$ cat src/rtl/uart_pkg.sv
// Shared types and constants for the UART transmit arbiter.
package uart_pkg;

  localparam int BYTE_W = 8;
  localparam logic [BYTE_W-1:0] TAG_BASE = 8'hA0;

  typedef enum logic [2:0] {
    ST_IDLE      = 3'd0,
    ST_TAG       = 3'd1,
    ST_SEND      = 3'd2,
    ST_WAIT_ACK  = 3'd3,
    ST_WAIT_DONE = 3'd4
  } state_t;

  function automatic logic [BYTE_W-1:0] tag_byte(input logic [1:0] idx);
    return TAG_BASE + {6'd0, idx};
  endfunction

endpackage

$ cat src/rtl/rr_pick.sv
// Combinational round-robin picker: first set bit of req searching from ptr+1 with wrap.
module rr_pick #(
  parameter int N     = 2,
  parameter int PTR_W = $clog2(N)
) (
  input  logic [N-1:0]     req,
  input  logic [PTR_W-1:0] ptr,
  output logic [N-1:0]     gnt,
  output logic             found
);

  // Walk candidates farthest-first so the nearest one after ptr overwrites the rest
  always_comb begin
    gnt   = {N{1'b0}};
    found = 1'b0;
    for (int i = N; i >= 1; i--) begin
      for (int j = 0; j < N; j++) begin
        if (req[j] && (j == ((int'(ptr) + i) % N))) begin
          gnt    = {N{1'b0}};
          gnt[j] = 1'b1;
          found  = 1'b1;
        end else begin
          gnt = gnt;
        end
      end
    end
  end

endmodule

$ cat src/rtl/uart_tx_arbiter.sv
// Round-robin arbiter feeding byte streams from NUM_REQ requesters into one UART transmitter.
// Define UART_ARB_TAG_EN to prefix each packet with a tag byte (TAG_BASE + owner index).
module uart_tx_arbiter
  import uart_pkg::*;
#(
  parameter int NUM_REQ = 2,
  parameter int MAX_PKT = 16
) (
  input  logic                      clk,
  input  logic                      rst,
  input  logic [NUM_REQ-1:0]        req_valid,
  input  logic [BYTE_W*NUM_REQ-1:0] req_data,
  input  logic [NUM_REQ-1:0]        req_last,
  output logic [NUM_REQ-1:0]        req_ready,
  output logic                      tx_start,
  output logic [BYTE_W-1:0]         tx_data,
  input  logic                      tx_busy,
  output logic [NUM_REQ-1:0]        grant
);

  localparam int         PTR_W   = $clog2(NUM_REQ);
  localparam logic [7:0] MAX_CNT = 8'(MAX_PKT);

  state_t              state_r, state_s;
  logic [NUM_REQ-1:0]  grant_r, grant_s, pick_s;
  logic [PTR_W-1:0]    gidx_r, gidx_s, rr_ptr_r, rr_ptr_s, pick_idx_s;
  logic [7:0]          cnt_r, cnt_s;
  logic                last_r, last_s, tx_start_r, tx_start_s;
  logic [BYTE_W-1:0]   tx_data_r, tx_data_s, sel_byte_s;
  logic                sel_last_s, pick_found_s, accept_s;
`ifdef UART_ARB_TAG_EN
  logic                tag_r, tag_s;
`endif

  rr_pick #(.N(NUM_REQ), .PTR_W(PTR_W)) u_rr_pick (
    .req   (req_valid),
    .ptr   (rr_ptr_r),
    .gnt   (pick_s),
    .found (pick_found_s)
  );

  // Owner's byte/last select and one-hot to index conversion of the picker result
  always_comb begin
    sel_byte_s = 8'h00;
    sel_last_s = 1'b0;
    pick_idx_s = {PTR_W{1'b0}};
    for (int j = 0; j < NUM_REQ; j++) begin
      sel_byte_s = sel_byte_s | ({BYTE_W{grant_r[j]}} & req_data[j*BYTE_W +: BYTE_W]);
      sel_last_s = sel_last_s | (grant_r[j] & req_last[j]);
      pick_idx_s = pick_idx_s | ({PTR_W{pick_s[j]}} & PTR_W'(j));
    end
  end

  assign req_ready = (rst && (state_r == ST_SEND) && !tx_busy) ? (grant_r & req_valid)
                                                              : {NUM_REQ{1'b0}};
  assign accept_s  = |req_ready;

  // Next-state and next-output logic
  always_comb begin
    state_s    = state_r;
    grant_s    = grant_r;
    gidx_s     = gidx_r;
    rr_ptr_s   = rr_ptr_r;
    cnt_s      = cnt_r;
    last_s     = last_r;
    tx_start_s = 1'b0;
    tx_data_s  = tx_data_r;
`ifdef UART_ARB_TAG_EN
    tag_s      = tag_r;
`endif
    case (state_r)
      ST_IDLE: begin
        if (pick_found_s) begin
          grant_s = pick_s;
          gidx_s  = pick_idx_s;
          cnt_s   = 8'd0;
`ifdef UART_ARB_TAG_EN
          state_s = ST_TAG;
`else
          state_s = ST_SEND;
`endif
        end else begin
          state_s = ST_IDLE;
        end
      end
`ifdef UART_ARB_TAG_EN
      ST_TAG: begin
        tx_start_s = 1'b1;
        tx_data_s  = tag_byte(2'(gidx_r));
        tag_s      = 1'b1;
        state_s    = ST_WAIT_ACK;
      end
`endif
      ST_SEND: begin
        if (accept_s) begin
          tx_start_s = 1'b1;
          tx_data_s  = sel_byte_s;
          cnt_s      = cnt_r + 8'd1;
          last_s     = sel_last_s;
          state_s    = ST_WAIT_ACK;
        end else begin
          state_s = ST_SEND;
        end
      end
      ST_WAIT_ACK: begin
        if (tx_busy) begin
          state_s = ST_WAIT_DONE;
        end else begin
          state_s = ST_WAIT_ACK;
        end
      end
      ST_WAIT_DONE: begin
        if (!tx_busy) begin
`ifdef UART_ARB_TAG_EN
          if (tag_r) begin
            tag_s   = 1'b0;
            state_s = ST_SEND;
          end else
`endif
          if (last_r || (cnt_r == MAX_CNT)) begin
            grant_s  = {NUM_REQ{1'b0}};
            rr_ptr_s = gidx_r;
            state_s  = ST_IDLE;
          end else begin
            state_s = ST_SEND;
          end
        end else begin
          state_s = ST_WAIT_DONE;
        end
      end
      default: begin
        grant_s = {NUM_REQ{1'b0}};
        state_s = ST_IDLE;
      end
    endcase
  end

  // State and registered outputs with synchronous active-low reset
  always_ff @(posedge clk) begin
    if (!rst) begin
      state_r    <= ST_IDLE;
      grant_r    <= {NUM_REQ{1'b0}};
      gidx_r     <= {PTR_W{1'b0}};
      rr_ptr_r   <= PTR_W'(NUM_REQ - 1);
      cnt_r      <= 8'd0;
      last_r     <= 1'b0;
      tx_start_r <= 1'b0;
      tx_data_r  <= 8'h00;
`ifdef UART_ARB_TAG_EN
      tag_r      <= 1'b0;
`endif
    end else begin
      state_r    <= state_s;
      grant_r    <= grant_s;
      gidx_r     <= gidx_s;
      rr_ptr_r   <= rr_ptr_s;
      cnt_r      <= cnt_s;
      last_r     <= last_s;
      tx_start_r <= tx_start_s;
      tx_data_r  <= tx_data_s;
`ifdef UART_ARB_TAG_EN
      tag_r      <= tag_s;
`endif
    end
  end

  assign grant    = grant_r;
  assign tx_start = tx_start_r;
  assign tx_data  = tx_data_r;

endmodule
$ cat config.mk
export PLATFORM = sky130hd
export DESIGN_NAME = uart_tx_arbiter
export DESIGN_NICKNAME = d
export VERILOG_FILES = /design/src/rtl/uart_pkg.sv /design/src/rtl/rr_pick.sv /design/src/rtl/uart_tx_arbiter.sv
export SDC_FILE = /design/constraint.sdc
export NUM_CORES = 1
export LEC_CHECK = 0
export BUFFER_PORTS_ARGS = -buffer_cell sky130_fd_sc_hd__buf_2
export CAP_MARGIN = 25
export CORE_MARGIN = 4
export CORE_UTILIZATION = 35
export DETAILED_ROUTE_END_ITERATION = 12
export PLACE_DENSITY_LB_ADDON = 0.1
export SLEW_MARGIN = 20
export SYNTH_ARGS = -nofsm -noshare
export SYNTH_HDL_FRONTEND = slang
export SYNTH_SLANG_ARGS = --single-unit
export TNS_END_PERCENT = 5
$ cat constraint.sdc
create_clock -name clk -period 2.8 [get_ports clk]
set_input_delay 0.56 -clock clk [delete_from_list [all_inputs] [get_ports clk]]
set_output_delay 0.56 -clock clk [all_outputs]
set_load 0.02 [all_outputs]
; ---- Word level (Yosys, flattened, before mapping)
; Index checks and enable logic that the tools add are counted.
; W data, S select, Z words.
[classes]
div_mod_pow = 0
add_sub_neg = 3
bitwise_logic = 11
n_reduce_logical = 20
n_mul = 0
eq_ne = 10
n_mux = 23
shift = 0
order_cmp = 0
[op_table]
columns = operator, count
row1 = $logic_not A32 Y1, 2
row2 = $mux W2, 9
row3 = $and A8 B8 Y8, 2
row4 = $mux W8, 2
row5 = $pmux W8 S2, 1
row6 = $pmux W3 S4, 1
row7 = $add A8 B1 Y8 const B, 1
row8 = $eq A8 B5 Y1 const B, 1
row9 = $ne A2 B2 Y1 const B, 4
row10 = $or A8 B8 Y8, 1
row11 = $mux W1, 7
row12 = $eq A3 B2 Y1 const B, 2
row13 = $logic_and A1 B1 Y1, 6
row14 = $mux W3, 2
row15 = $pmux W2 S3, 1
row16 = $reduce_and A2 Y1, 3
row17 = $reduce_and A3 Y1, 2
row18 = $eq A2 B2 Y1 const A, 2
row19 = $reduce_and A4 Y1, 1
row20 = $reduce_or A2 Y1, 2
row21 = $eq A3 B3 Y1 const B, 1
row22 = $logic_not A3 Y1, 1
row23 = $add A1 B1 Y1 const B, 2
row24 = $and A1 B1 Y1, 2
row25 = 7 further kinds, 9
[word_totals]
mem_bits_rw = 0
n_memories = 0
latchBits = 0
elab_cells = 75
inputBits = 23
ff_bits = 25
mem_bits_ro = 0

; ---- Depth between registers and ports, before layout
[logic_depth]
ltp_word = 10
ltp_mapped = 8
mapped_depth_nobuf = 6

; ---- By module
; From an unflattened synthesis, not the netlist that was laid out.
[hier_totals]
cells_unflattened = 145
hier_area_um2 = 1377.6
[modules_own_cells]
columns = mod, area_each_um2, cells_per_inst, instances, seq_area_each_um2
row1 = uart_tx_arbiter, 1352.5, 141, 1, 500.5
row2 = rr_pick, 25.0, 4, 1, 0.0

; ---- Worst setup path before layout
; No wires, ideal clock.
[synth_path]
path_type = input -> output
start = in rst
end = out req_ready[0]
n_path_buf = 0
arrival_ns = 1.244
slack_ns = 0.996
path_stages = 3
path_cell_list = and4bb_4 -> nor2b_1 -> and3_1
[synth_via]
elab_chain_cells = 3
[synth_lines]
columns = item, line
row1 = "start, declared", uart_tx_arbiter.sv:10  ; input logic rst,
row2 = $logic_and A1 B1 Y1 (2 in a row), uart_tx_arbiter.sv:54  ; assign req_ready = (rst && (state_r == ST_SEND) && !tx_busy) ? (grant_r & req_valid)
row3 = $mux W2, uart_tx_arbiter.sv:54
row4 = "end, declared", uart_tx_arbiter.sv:14  ; output logic [NUM_REQ-1:0] req_ready,
; No other way between the ends.

; ---- Worst setup path in the final report
[layout_path]
start = reg state_r[1]
end = out req_ready[1]
[layout_via]
elab_chain_cells = 4
[layout_lines]
columns = item, line
row1 = "start, declared", uart_tx_arbiter.sv:24  ; state_t state_r, state_s;
row2 = "start signal, assigned", uart_tx_arbiter.sv:153  ; state_r <= state_s;
row3 = $eq A3 B2 Y1, uart_tx_arbiter.sv:54
row4 = $logic_and A1 B1 Y1 (2 in a row), uart_tx_arbiter.sv:54
row5 = $mux W2, uart_tx_arbiter.sv:54
; No other way between the ends.

==> results.txt <==
Portion of the post-synthesis area used by sequential elements: 37.31%
Post-detailed-route via-to-cell ratio: 5.164
Leading post-synthesis cells by instance count: 25 x sky130_fd_sc_hd__dfxtp_1, 16 x sky130_fd_sc_hd__nor2_1, 13 x sky130_fd_sc_hd__nand2_1
Clock tree from TritonCTS: yes
Share of cells above drive strength 1: 32.20%
Share of power burned in the clock network: 30.7%
Area growth syn-to-layout: 14.93%
Ranking of synthesized cells by area: sky130_fd_sc_hd__dfxtp_1 37%, sky130_fd_sc_hd__a221oi_2 6.7%, sky130_fd_sc_hd__nor3_2 6.0%
Share of synthesized registers carrying an async set or reset: 0%
Clock root buffer: sky130_fd_sc_hd__clkbuf_8
Tcrit/Tclk final: 76.15%
Antenna cells: 0
Type of the setup path with the least slack: register to primary output
Most used standard cell by instance count after synthesis: sky130_fd_sc_hd__dfxtp_1
Worst-path maximum fanout: 10
Worst Clk Skew: 0.003568 ns
EDFF count, synth: 0
Internal power summed over all cells: 0.0005037 W
Total Routing Usage GR: 12.69%
Number of standard cells after synthesis: 150
# Post-CTS Setup Buffers: 0
Area of the die: 4887 sq um
Post-cts hold buffer count: 0
Number of antenna violations at the first check in global routing: 0
Pin count of the biggest net entering global routing: 21
Antenna-violating nets left: 0
Cells along the critical path: and4bb_4 > nor2b_1 > and3_1 > buf_2
Run status: finished, final reports clean
Die width: 69.91 um
Detailed placer's ending HPWL: 2210 um
DRC violation count after routing: 0
Final non-filler cell area: 1541 sq um
Number of max-capacitance violations reported: 0
Vertical die dimension: 69.91 um
Peak VDD IR: 0.1781 mV
Number of placed instances with taps included: 221
Net switching fraction of the power: 26.02%
Overall via count from detail_route: 1162
Maximum frequency from static timing analysis: 469.0 MHz
Worst relative slew slack: 60.53%
Routed length per placed instance: 13.25 um
Global-route wire length before repair: 5140 um
Final weighted congestion in routability-driven placement: 0.8147
Kind of launch point of the worst setup path: register
Final std cells w/o fill: 225
Total routed wirelength: 2981 um
Power share of the sequential group: 56.4%
Hold Vio Cnt, Final: 0
Number of global-route vias before repair: 1112
Layout filler cell count: 378
Mean area per synthesized cell: 8.942 sq um
Cell area power density: 441.6 nW/um^2
Dominant delay contributor by cell family on the critical path: simple AND/OR/NAND/NOR gates
Global route total overflow: 0
Final Critical Period: 2.132 ns
Share of the synthesized area in the top cell type: 37.31%
Total standard cell area after synthesis: 1341 sq um
Resized Gates After CTS: 0
Count of clock tree sinks: 25
Synthesized netlist net count: 175
Endpoint kind of the worst setup timing path: primary output
Clock network latency to the later pin of the worst-skew pair: 0.26 ns
Static leakage power: 0.6760 nW
H-tree level count: 1
CP Data Arrival Time: 1.57 ns
Core outline area: 3689 sq um
Cell type with the largest total area after synthesis: sky130_fd_sc_hd__dfxtp_1
Synthesis-stage register bit count: 25
CTS clock-pin slew for the worst setup and hold paths: 0.08 ns
Warning count from the yosys run: 0
Synth cell types: 41
Initial DRT Pass Iterations: 4
Total Negative Setup Slacks: 0 ns
Net Sw Power: 0.0001771 W
Cell with the largest stage delay on the worst path: sky130_fd_sc_hd__dfxtp_1
Combinational Power Share: 12.9%
Count of input and output buffers: 35
Transition time of the tightest slew-check pin: 0.5912 ns
Worst min path class: register to register
Critical path buffer and inverter count: 1
Post-synth top flop: sky130_fd_sc_hd__dfxtp_1
CTS Buf Count: 3
Effective utilization at floorplan: 36.36%
Finish-stage setup viols: 0
RSZ-0062 raised after global routing: no
Required time reported for the critical path endpoint: 2.24 ns
Final #Nets: 203
Deepest clock path buffer count: 2
Placement Rows: 22
Largest incremental delay on the critical path: 0.49 ns
Post-detailed-placement cell area: 1496 sq um
Top-level port count: 36
Number of design-rule violations left by the first detailed-router iteration: 57
Slew Limit Fails: 0
==> state kept, by name, summed over array words and instances (netlist names) <==
register,count
tx_data,8
rr_ptr_r,1
grant,2
state_r,3
cnt_r,8
gidx_r,1
last_r,1
tx_start,1
==> per-layer routing <==
layer,up-vias,global-route usage [%],part of all wire [%]
li1,597,-,-
met3,2,2.878,5.6
met2,27,19.73,44
met1,536,17.27,50
met5,-,0,0
met4,0,4.255,0.64
==> metrics by stage <==
| stage | hold slack, ns | util, % | power, W | setup slack (ns) |
|---|---|---|---|---|
| after CTS | 0.4632 | 41.79 | 0.0006934 | 0.6580 |
| after detailed placement | 0.4507 | 40.57 | 0.0004797 | 0.6900 |
| after floorplan | 0.4365 | - | 0.0004468 | 0.9962 |
| after global routing | 0.4865 | 41.79 | 0.0007201 | 0.5687 |
| final | 0.4643 | 41.79 | 0.0006808 | 0.6677 |
| after global placement | 0.4518 | 40.57 | 0.0004798 | 0.6993 |
==> final cells by class <==
class / count / area (sq um) / share of cell area, %
well taps: 48 / 60.06 / 3.896
multi-input cells: 104 / 725.7 / 47.08
inverters: 9 / 35.03 / 2.273
repair buffers: 35 / 175.2 / 11.36
flip-flops and latches: 25 / 500.5 / 32.47
clock buffers: 4 / 45.04 / 2.922
==> power groups by stage <==
| stage | registers (W) | clock network, W | logic [W] |
|---|---|---|---|
| floorplan | 0.000384 | 0 | 0.0000630 |
| global placement | 0.000392 | 0 | 0.0000877 |
| detailed placement | 0.000392 | 0 | 0.0000877 |
| CTS | 0.000384 | 0.000221 | 0.0000885 |
| global route | 0.000386 | 0.000237 | 0.0000970 |
| finish | 0.000384 | 0.000209 | 0.0000878 |
==> final timing paths <==
path	from	to	slack, ns	depth (start not counted)
setup reg to reg	grant[0]	cnt_r[2]	0.86	4
hold / removal	gidx_r	gidx_r	0.46	2
setup / recovery	state_r[1]	req_ready[1]	0.67	4
hold reg to reg	gidx_r	gidx_r	0.46	2
==> tightest hold or removal path, cell delays in order, from the launching register on <==
cell                      delay, ns
sky130_fd_sc_hd__dfxtp_1       0.32
sky130_fd_sc_hd__nand2_1       0.05
sky130_fd_sc_hd__a21oi_1       0.05
==> cells by family (layout without fill, tap and decap cells) <==
family | count (synthesis) | in the layout | share of synthesized area [%]
buf+inv | 21 | 48 | 8.581
flops | 25 | 25 | 37.31
fa+ha+maj | 2 | 2 | 1.865
simple gates | 67 | 67 | 29.95
mux | 1 | 1 | 0.7463
compound gates | 34 | 34 | 21.55
==> layout by cell type, fill, tap and decap left out, types with 2 or more instances in the layout <==
| cell type | Yosys | final |
|---|---|---|
| sky130_fd_sc_hd__nor2_1 | 16 | 16 |
| sky130_fd_sc_hd__a221oi_2 | 6 | 6 |
| sky130_fd_sc_hd__dfxtp_1 | 25 | 25 |
| sky130_fd_sc_hd__inv_1 | 8 | 8 |
| sky130_fd_sc_hd__o22ai_1 | 2 | 2 |
| sky130_fd_sc_hd__clkbuf_8 | 0 | 3 |
| sky130_fd_sc_hd__nand3_1 | 7 | 7 |
| sky130_fd_sc_hd__and3_1 | 5 | 5 |
| sky130_fd_sc_hd__a211o_1 | 2 | 2 |
| sky130_fd_sc_hd__nor4_1 | 3 | 3 |
| sky130_fd_sc_hd__buf_2 | 4 | 35 |
| sky130_fd_sc_hd__nor3_2 | 8 | 8 |
| sky130_fd_sc_hd__nor3b_1 | 3 | 3 |
| sky130_fd_sc_hd__a221oi_1 | 3 | 3 |
| sky130_fd_sc_hd__o21ai_0 | 5 | 5 |
| sky130_fd_sc_hd__nor2b_1 | 2 | 2 |
| sky130_fd_sc_hd__ha_1 | 2 | 2 |
| sky130_fd_sc_hd__nand2_1 | 13 | 13 |
| sky130_fd_sc_hd__o22a_1 | 2 | 2 |
| sky130_fd_sc_hd__a31oi_1 | 2 | 2 |
| sky130_fd_sc_hd__nor3_1 | 3 | 3 |
| sky130_fd_sc_hd__a21oi_1 | 3 | 3 |
Note: power is estimated with default switching activity, not from simulation.
